File: src/rtl/audio_pkg.sv
// Shared constants and types for the PCM unpacker: FSM encoding, rate scale
// and bytes-per-sample for each sample format.
package audio_pkg;

  typedef enum logic [1:0] {
    ST_IDLE    = 2'd0,
    ST_FETCH   = 2'd1,
    ST_CAPTURE = 2'd2,
    ST_OUTPUT  = 2'd3
  } pcm_state_t;

  localparam int PCM_RATE_FULL = 128;
  localparam int PHASE_W       = 7;
  localparam int STEP_W        = PHASE_W + 1;

  localparam logic [2:0] BYTES_MONO8    = 3'd1;
  localparam logic [2:0] BYTES_MONO16   = 3'd2;
  localparam logic [2:0] BYTES_STEREO8  = 3'd2;
  localparam logic [2:0] BYTES_STEREO16 = 3'd4;

  function automatic logic [2:0] bytes_per_sample(input logic stereo, input logic b16);
    logic [2:0] n;
    case ({stereo, b16})
      2'b00:   n = BYTES_MONO8;
      2'b01:   n = BYTES_MONO16;
      2'b10:   n = BYTES_STEREO8;
      default: n = BYTES_STEREO16;
    endcase
    return n;
  endfunction

endpackage

File: src/rtl/audio_pcm_volume.sv
// Linear gain stage: signed 16-bit sample times unsigned 4-bit volume, /16.
module audio_pcm_volume (
  input  logic signed [15:0] sample,
  input  logic        [3:0]  volume,
  output logic signed [15:0] scaled
);

  logic signed [20:0] product;

  // Zero-extend volume so the multiply stays signed; |result| < 2^15 after the shift.
  assign product = sample * $signed({1'b0, volume});
  assign scaled  = 16'(product >>> 4);

endmodule

File: src/rtl/audio_pcm_unpack.sv
// Rate-driven PCM fetcher: pulls 1..4 bytes per output sample from a byte
// FIFO, assembles left/right words, applies volume and presents them.
module audio_pcm_unpack
  import audio_pkg::*;
#(
  parameter int RATE_W    = 8,
  parameter int RATE_FULL = PCM_RATE_FULL
) (
  input  logic                     clk,
  input  logic                     rst,
  input  logic                     sample_tick,
  input  logic [RATE_W-1:0]        rate,
  input  logic                     mode_stereo,
  input  logic                     mode_16bit,
  input  logic [3:0]               volume,
  input  logic [7:0]               fifo_rddata,
  input  logic                     fifo_empty,
  output logic                     fifo_rd_en,
  output logic signed [15:0]       left,
  output logic signed [15:0]       right,
  output logic                     sample_valid,
  output logic                     underrun,
  output logic                     busy
);

  pcm_state_t          state_reg;
  logic [PHASE_W-1:0]  phase_reg;
  logic [STEP_W-1:0]   step;
  logic [STEP_W-1:0]   phase_sum;
  logic                stereo_reg;
  logic                b16_reg;
  logic [2:0]          nbytes_reg;
  logic [1:0]          slot_reg;
  logic                last_slot;
  logic                pend_valid_reg;
  logic                pend_rd_reg;
  logic [1:0]          pend_slot_reg;
  logic                underrun_flag_reg;
  logic [7:0]          byte_reg  [4];
  logic [7:0]          byte_view [4];
  logic [7:0]          cur_byte;
  logic signed [15:0]  raw       [2];
  logic signed [15:0]  scaled    [2];

  assign step      = (rate >= RATE_W'(RATE_FULL)) ? STEP_W'(RATE_FULL) : STEP_W'(rate);
  assign phase_sum = {1'b0, phase_reg} + step;
  assign last_slot = ({1'b0, slot_reg} == (nbytes_reg - 3'd1));

  assign fifo_rd_en = (state_reg == ST_FETCH) && !fifo_empty;
  assign busy       = (state_reg != ST_IDLE);

  // A slot that saw an empty FIFO contributes 0x00 instead of stale read data.
  assign cur_byte = pend_rd_reg ? fifo_rddata : 8'h00;

  // The last byte arrives in CAPTURE, so it is overlaid combinationally onto
  // the stored bytes to let the gained result register on that same edge.
  genvar gi;
  generate
    for (gi = 0; gi < 4; gi++) begin : g_view
      assign byte_view[gi] = (pend_valid_reg && (pend_slot_reg == 2'(gi))) ? cur_byte
                                                                          : byte_reg[gi];
    end
  endgenerate

  always_comb begin
    raw[0] = {byte_view[0], 8'h00};
    raw[1] = {byte_view[0], 8'h00};
    case ({stereo_reg, b16_reg})
      2'b00: begin
        raw[0] = {byte_view[0], 8'h00};
        raw[1] = {byte_view[0], 8'h00};
      end
      2'b01: begin
        raw[0] = {byte_view[1], byte_view[0]};
        raw[1] = {byte_view[1], byte_view[0]};
      end
      2'b10: begin
        raw[0] = {byte_view[0], 8'h00};
        raw[1] = {byte_view[1], 8'h00};
      end
      default: begin
        raw[0] = {byte_view[1], byte_view[0]};
        raw[1] = {byte_view[3], byte_view[2]};
      end
    endcase
  end

  generate
    for (gi = 0; gi < 2; gi++) begin : g_chan
      audio_pcm_volume u_vol (
        .sample (raw[gi]),
        .volume (volume),
        .scaled (scaled[gi])
      );
    end
  endgenerate

  always_ff @(posedge clk or posedge rst) begin
    if (rst) begin
      state_reg         <= ST_IDLE;
      phase_reg         <= '0;
      stereo_reg        <= 1'b0;
      b16_reg           <= 1'b0;
      nbytes_reg        <= 3'd1;
      slot_reg          <= '0;
      pend_valid_reg    <= 1'b0;
      pend_rd_reg       <= 1'b0;
      pend_slot_reg     <= '0;
      underrun_flag_reg <= 1'b0;
      left              <= '0;
      right             <= '0;
      sample_valid      <= 1'b0;
      underrun          <= 1'b0;
      for (int i = 0; i < 4; i++) byte_reg[i] <= '0;
    end else begin
      sample_valid   <= 1'b0;
      underrun       <= 1'b0;
      pend_valid_reg <= 1'b0;
      pend_rd_reg    <= 1'b0;

      // The accumulator always advances; only an idle FSM acts on the carry.
      if (sample_tick) phase_reg <= phase_sum[PHASE_W-1:0];

      if (pend_valid_reg) byte_reg[pend_slot_reg] <= cur_byte;

      case (state_reg)
        ST_IDLE: begin
          if (sample_tick && phase_sum[PHASE_W]) begin
            state_reg         <= ST_FETCH;
            stereo_reg        <= mode_stereo;
            b16_reg           <= mode_16bit;
            nbytes_reg        <= bytes_per_sample(mode_stereo, mode_16bit);
            slot_reg          <= '0;
            underrun_flag_reg <= 1'b0;
          end
        end
        ST_FETCH: begin
          pend_valid_reg <= 1'b1;
          pend_slot_reg  <= slot_reg;
          pend_rd_reg    <= fifo_rd_en;
          if (fifo_empty) underrun_flag_reg <= 1'b1;
          if (last_slot) state_reg <= ST_CAPTURE;
          else           slot_reg  <= slot_reg + 2'd1;
        end
        ST_CAPTURE: begin
          left         <= scaled[0];
          right        <= scaled[1];
          sample_valid <= 1'b1;
          underrun     <= underrun_flag_reg;
          state_reg    <= ST_OUTPUT;
        end
        default: begin
          state_reg <= ST_IDLE;
        end
      endcase
    end
  end

endmodule
File: config.mk
export PLATFORM = sky130hd
export DESIGN_NAME = audio_pcm_unpack
export DESIGN_NICKNAME = d
export VERILOG_FILES = /design/src/rtl/audio_pkg.sv /design/src/rtl/audio_pcm_volume.sv /design/src/rtl/audio_pcm_unpack.sv
export SDC_FILE = /design/constraint.sdc
export NUM_CORES = 1
export LEC_CHECK = 0
export CORE_MARGIN = 2
export CORE_UTILIZATION = 30
export DETAILED_ROUTE_END_ITERATION = 10
export SYNTH_ARGS = -nofsm -noshare
export SYNTH_HDL_FRONTEND = slang
export SYNTH_SLANG_ARGS = --single-unit
File: constraint.sdc
create_clock -name clk -period 5.9 [get_ports clk]
set_input_delay 0.59 -clock clk [delete_from_list [all_inputs] [get_ports clk]]
set_output_delay 0.59 -clock clk [all_outputs]
set_load 0.02 [all_outputs]
==> impl_metrics.json <==
{
  "status": "complete, no violations",
  "die_w_um": 171.7,
  "syn-num-nets": 1128,
  "multiInputGateArea_sq_mm": 0.005518,
  "ys_seq_elements": 87,
  "synth_area_sq_mm": 0.008432,
  "dieArea_sq_mm": 0.02946,
  "worst_pin_slew_ns": 0.9999,
  "power_frac_seq": 0.204,
  "coreArea_sq_mm": 0.02771,
  "final_cell_mix": "inv_1 (160), dfrtp_1 (86), nor2_1 (84), ha_1 (83), nand2_1 (72)",
  "ctsHoldBuffers": 0,
  "cts_buffer_depth": 2,
  "post_drt_wl_per_cell_um": 13.60,
  "cts_tree": "yes",
  "dp.cells": 1382,
  "skew_ns": 0.01116,
  "worstSetupPathType": "flop to flop",
  "final_antenna_net_count": 0,
  "largest_reg_flops": 32,
  "synth_ff_type": "dfrtp_1",
  "synth_edf_count": 0,
  "combPwrFrac": 0.677,
  "fin_crit_ns": 5.533,
  "rsz0062_at_grt": "false",
  "fin_ws_ns": 0.3667,
  "fillCellCount": 2832,
  "io_buffers": 61,
  "fmax_ghz": 0.1807,
  "leakagePower_nw": 4.980,
  "hold_ws_ns": 0.4921,
  "drc": 0,
  "swShare": 0.4561,
  "cap_viol_max_count": 0,
  "peakVddDrop_mv": 0.2994,
  "grt_max_degree": 69,
  "place_ws_ns": 0.2330,
  "post_synth.cell_area_avg_sq_um": 8.829,
  "clkTransAtPathRegs_ns": 0.07,
  "final_net_count": 1190,
  "internal_power_mw": 2.731,
  "start_kind": "flop",
  "setup_viol": 0,
  "final_max_slew_viol_count": 0,
  "gr-usage-all-layers": 0.1400,
  "ys_seq_area_frac": 0.2583,
  "layoutNonFillerInstCount": 1400,
  "antenna_found_initial": 0,
  "final.setup.tns_ns": 0,
  "hold_start": "byte_reg[15]",
  "path_max_fanout": 13,
  "hold_path.class": "flop to flop",
  "grt_pass1_vias": 6675,
  "async_flop_share": 1.000,
  "regArea_sq_mm": 0.002178,
  "grt_overflow": 0,
  "relSlewSlack": 0.3334,
  "crit_required_ns": 6.14,
  "grt_first_pass_wirelength_um": 32710,
  "num_vias": 6408,
  "cp.arrival_ns": 5.77,
  "power_switching_mw": 2.290,
  "gp_congestion": 0.8358,
  "period_share": 0.9379,
  "drt_iter0_markers": 273,
  "powerDensity_mw_per_mm2": 508.2,
  "io_pins": 62,
  "syn_to_final_growth_pct": 17.18,
  "fp-row-count": 61,
  "yosysWarnings": 0,
  "layout_commonest_cell": "inv_1",
  "clockPowerShare": 0.119,
  "hold_violations": 0,
  "initial_core_util": 0.3043,
  "dp_hpwl_um": 14960,
  "dr.pass1.iters": 5,
  "worstSkewPairLatency_ns": 0.35,
  "drt-total-wl_um": 19040,
  "antenna_cells": 0,
  "finish.utilization": 0.3566,
  "timing.rr.start": "pend_slot_reg[0]",
  "cts-root-buf": "clkbuf_16",
  "critPathLaunch": "pend_slot_reg[0]",
  "drive_gt1_frac": 0.09295,
  "ys_types": 50,
  "die_y_um": 171.7,
  "cts.sinks": 87,
  "via_per_inst": 4.577,
  "synthesis.instances": 955,
  "htree_num_levels": 3,
  "cts_buffers": 9,
  "end_kind": "flop"
}
[worst paths after layout]
check,slack (ns),depth (start not counted),end
worst max-delay path,0.37,21,right[13]
worst min-delay path,0.49,2,byte_reg[15]
worst max register to register,0.37,21,right[13]
worst min register to register,0.49,2,byte_reg[15]
max in group asynchronous,4.13,3,byte_reg[5]
min in group asynchronous,0.54,2,right[5]
[metal layers]
layer	up-vias	routed length (um)	global-route usage
met4	0	363	0.04532
met5	-	0	0
li1	3205	-	-
met1	3086	8692	0.1776
met3	22	627	0.02209
met2	95	9351	0.2429
[timing repair]
item / 4_1_cts / 5_1_grt
resized for setup: 0 / 1
setup endpoints to repair: 0 / 5
setup buffers: 0 / 2
[cell families (layout without fill, tap and decap cells)]
kind of cell / count (synthesis) / count (layout) / share of synthesized area
simple gates: 278 / 278 / 0.1585
fa+ha+maj: 147 / 147 / 0.2742
mux: 46 / 46 / 0.06099
compound gates: 154 / 154 / 0.1123
flops: 87 / 87 / 0.2583
xor+xnor: 46 / 46 / 0.04778
buf+inv: 197 / 264 / 0.08785
[worst max-delay path, cell delays in order (launching register included)]
cell and delay, ns:
dfrtp_1 0.43, or3b_4 0.51, buf_4 0.19, o21ai_1 0.15
nand2b_1 0.12, o211ai_1 0.18, nor2_1 0.15, ha_1 0.26
fa_1 0.54, inv_1 0.05, fa_1 0.53, inv_1 0.04
ha_1 0.34, a21o_1 0.17, a21o_1 0.17, a211oi_1 0.21
o21ai_0 0.17, a41oi_1 0.35, o21ai_1 0.21, a21bo_2 0.25
xor2_1 0.14, mux2_2 0.25
[cells in the mapped netlist (3+ instances only)]
library cell  instances  area, sq um
o21ai_0              44        220.2
a31oi_1               4        25.02
nor3_1                7        35.03
xor2_1               13        113.9
o21bai_1              6        45.04
a211oi_1             11        82.58
or2_2                 5        31.28
nor2_1               84        315.3
nor2b_1              13        81.33
mux2_2               39        439.2
o21ai_1               7        35.03
mux2i_1               6        60.06
o211ai_1              6        45.04
a21oi_1              49        245.2
fa_1                 63         1261
and2_1               31        193.9
dfrtp_1              86         2152
ha_1                 84         1051
a21o_1               12        90.09
nand3_1              15        75.07
and3_1               24        150.1
a41oi_1               3        26.28
inv_1               161        604.3
xnor2_1              33        289.0
nand2b_1             16        100.1
nand2_1              72        270.3
clkbuf_1             33        123.9
[final cells by class]
type	instances	area share
Clock buffer	12	0.02495
Sequential cell	87	0.2205
Tap cell	378	0.04787
Multi-Input combinational cell	671	0.5584
Clock inverter	4	0.005445
Inverter	161	0.06129
Timing Repair Buffer	87	0.08155
[power by group through the flow]
| stage | logic (mW) | clock network (mW) | registers [mW] |
|---|---|---|---|
| floorplan | 2.46 | 0 | 1.11 |
| global placement | 3.37 | 0 | 1.03 |
| detailed placement | 3.42 | 0 | 1.03 |
| CTS | 3.45 | 0.623 | 1.03 |
| global route | 3.91 | 0.643 | 1.06 |
| finish | 3.40 | 0.600 | 1.02 |
[stage by stage]
step / total power, mW / area [sq um]
4_1_cts: 5.095 / 9863
2_1_floorplan: 3.568 / 8432
6_report: 5.021 / 9881
3_3_place_gp: 4.399 / 9563
5_1_grt: 5.606 / 9881
3_5_place_dp: 4.454 / 9563
Power figures use the tool's default switching activity.
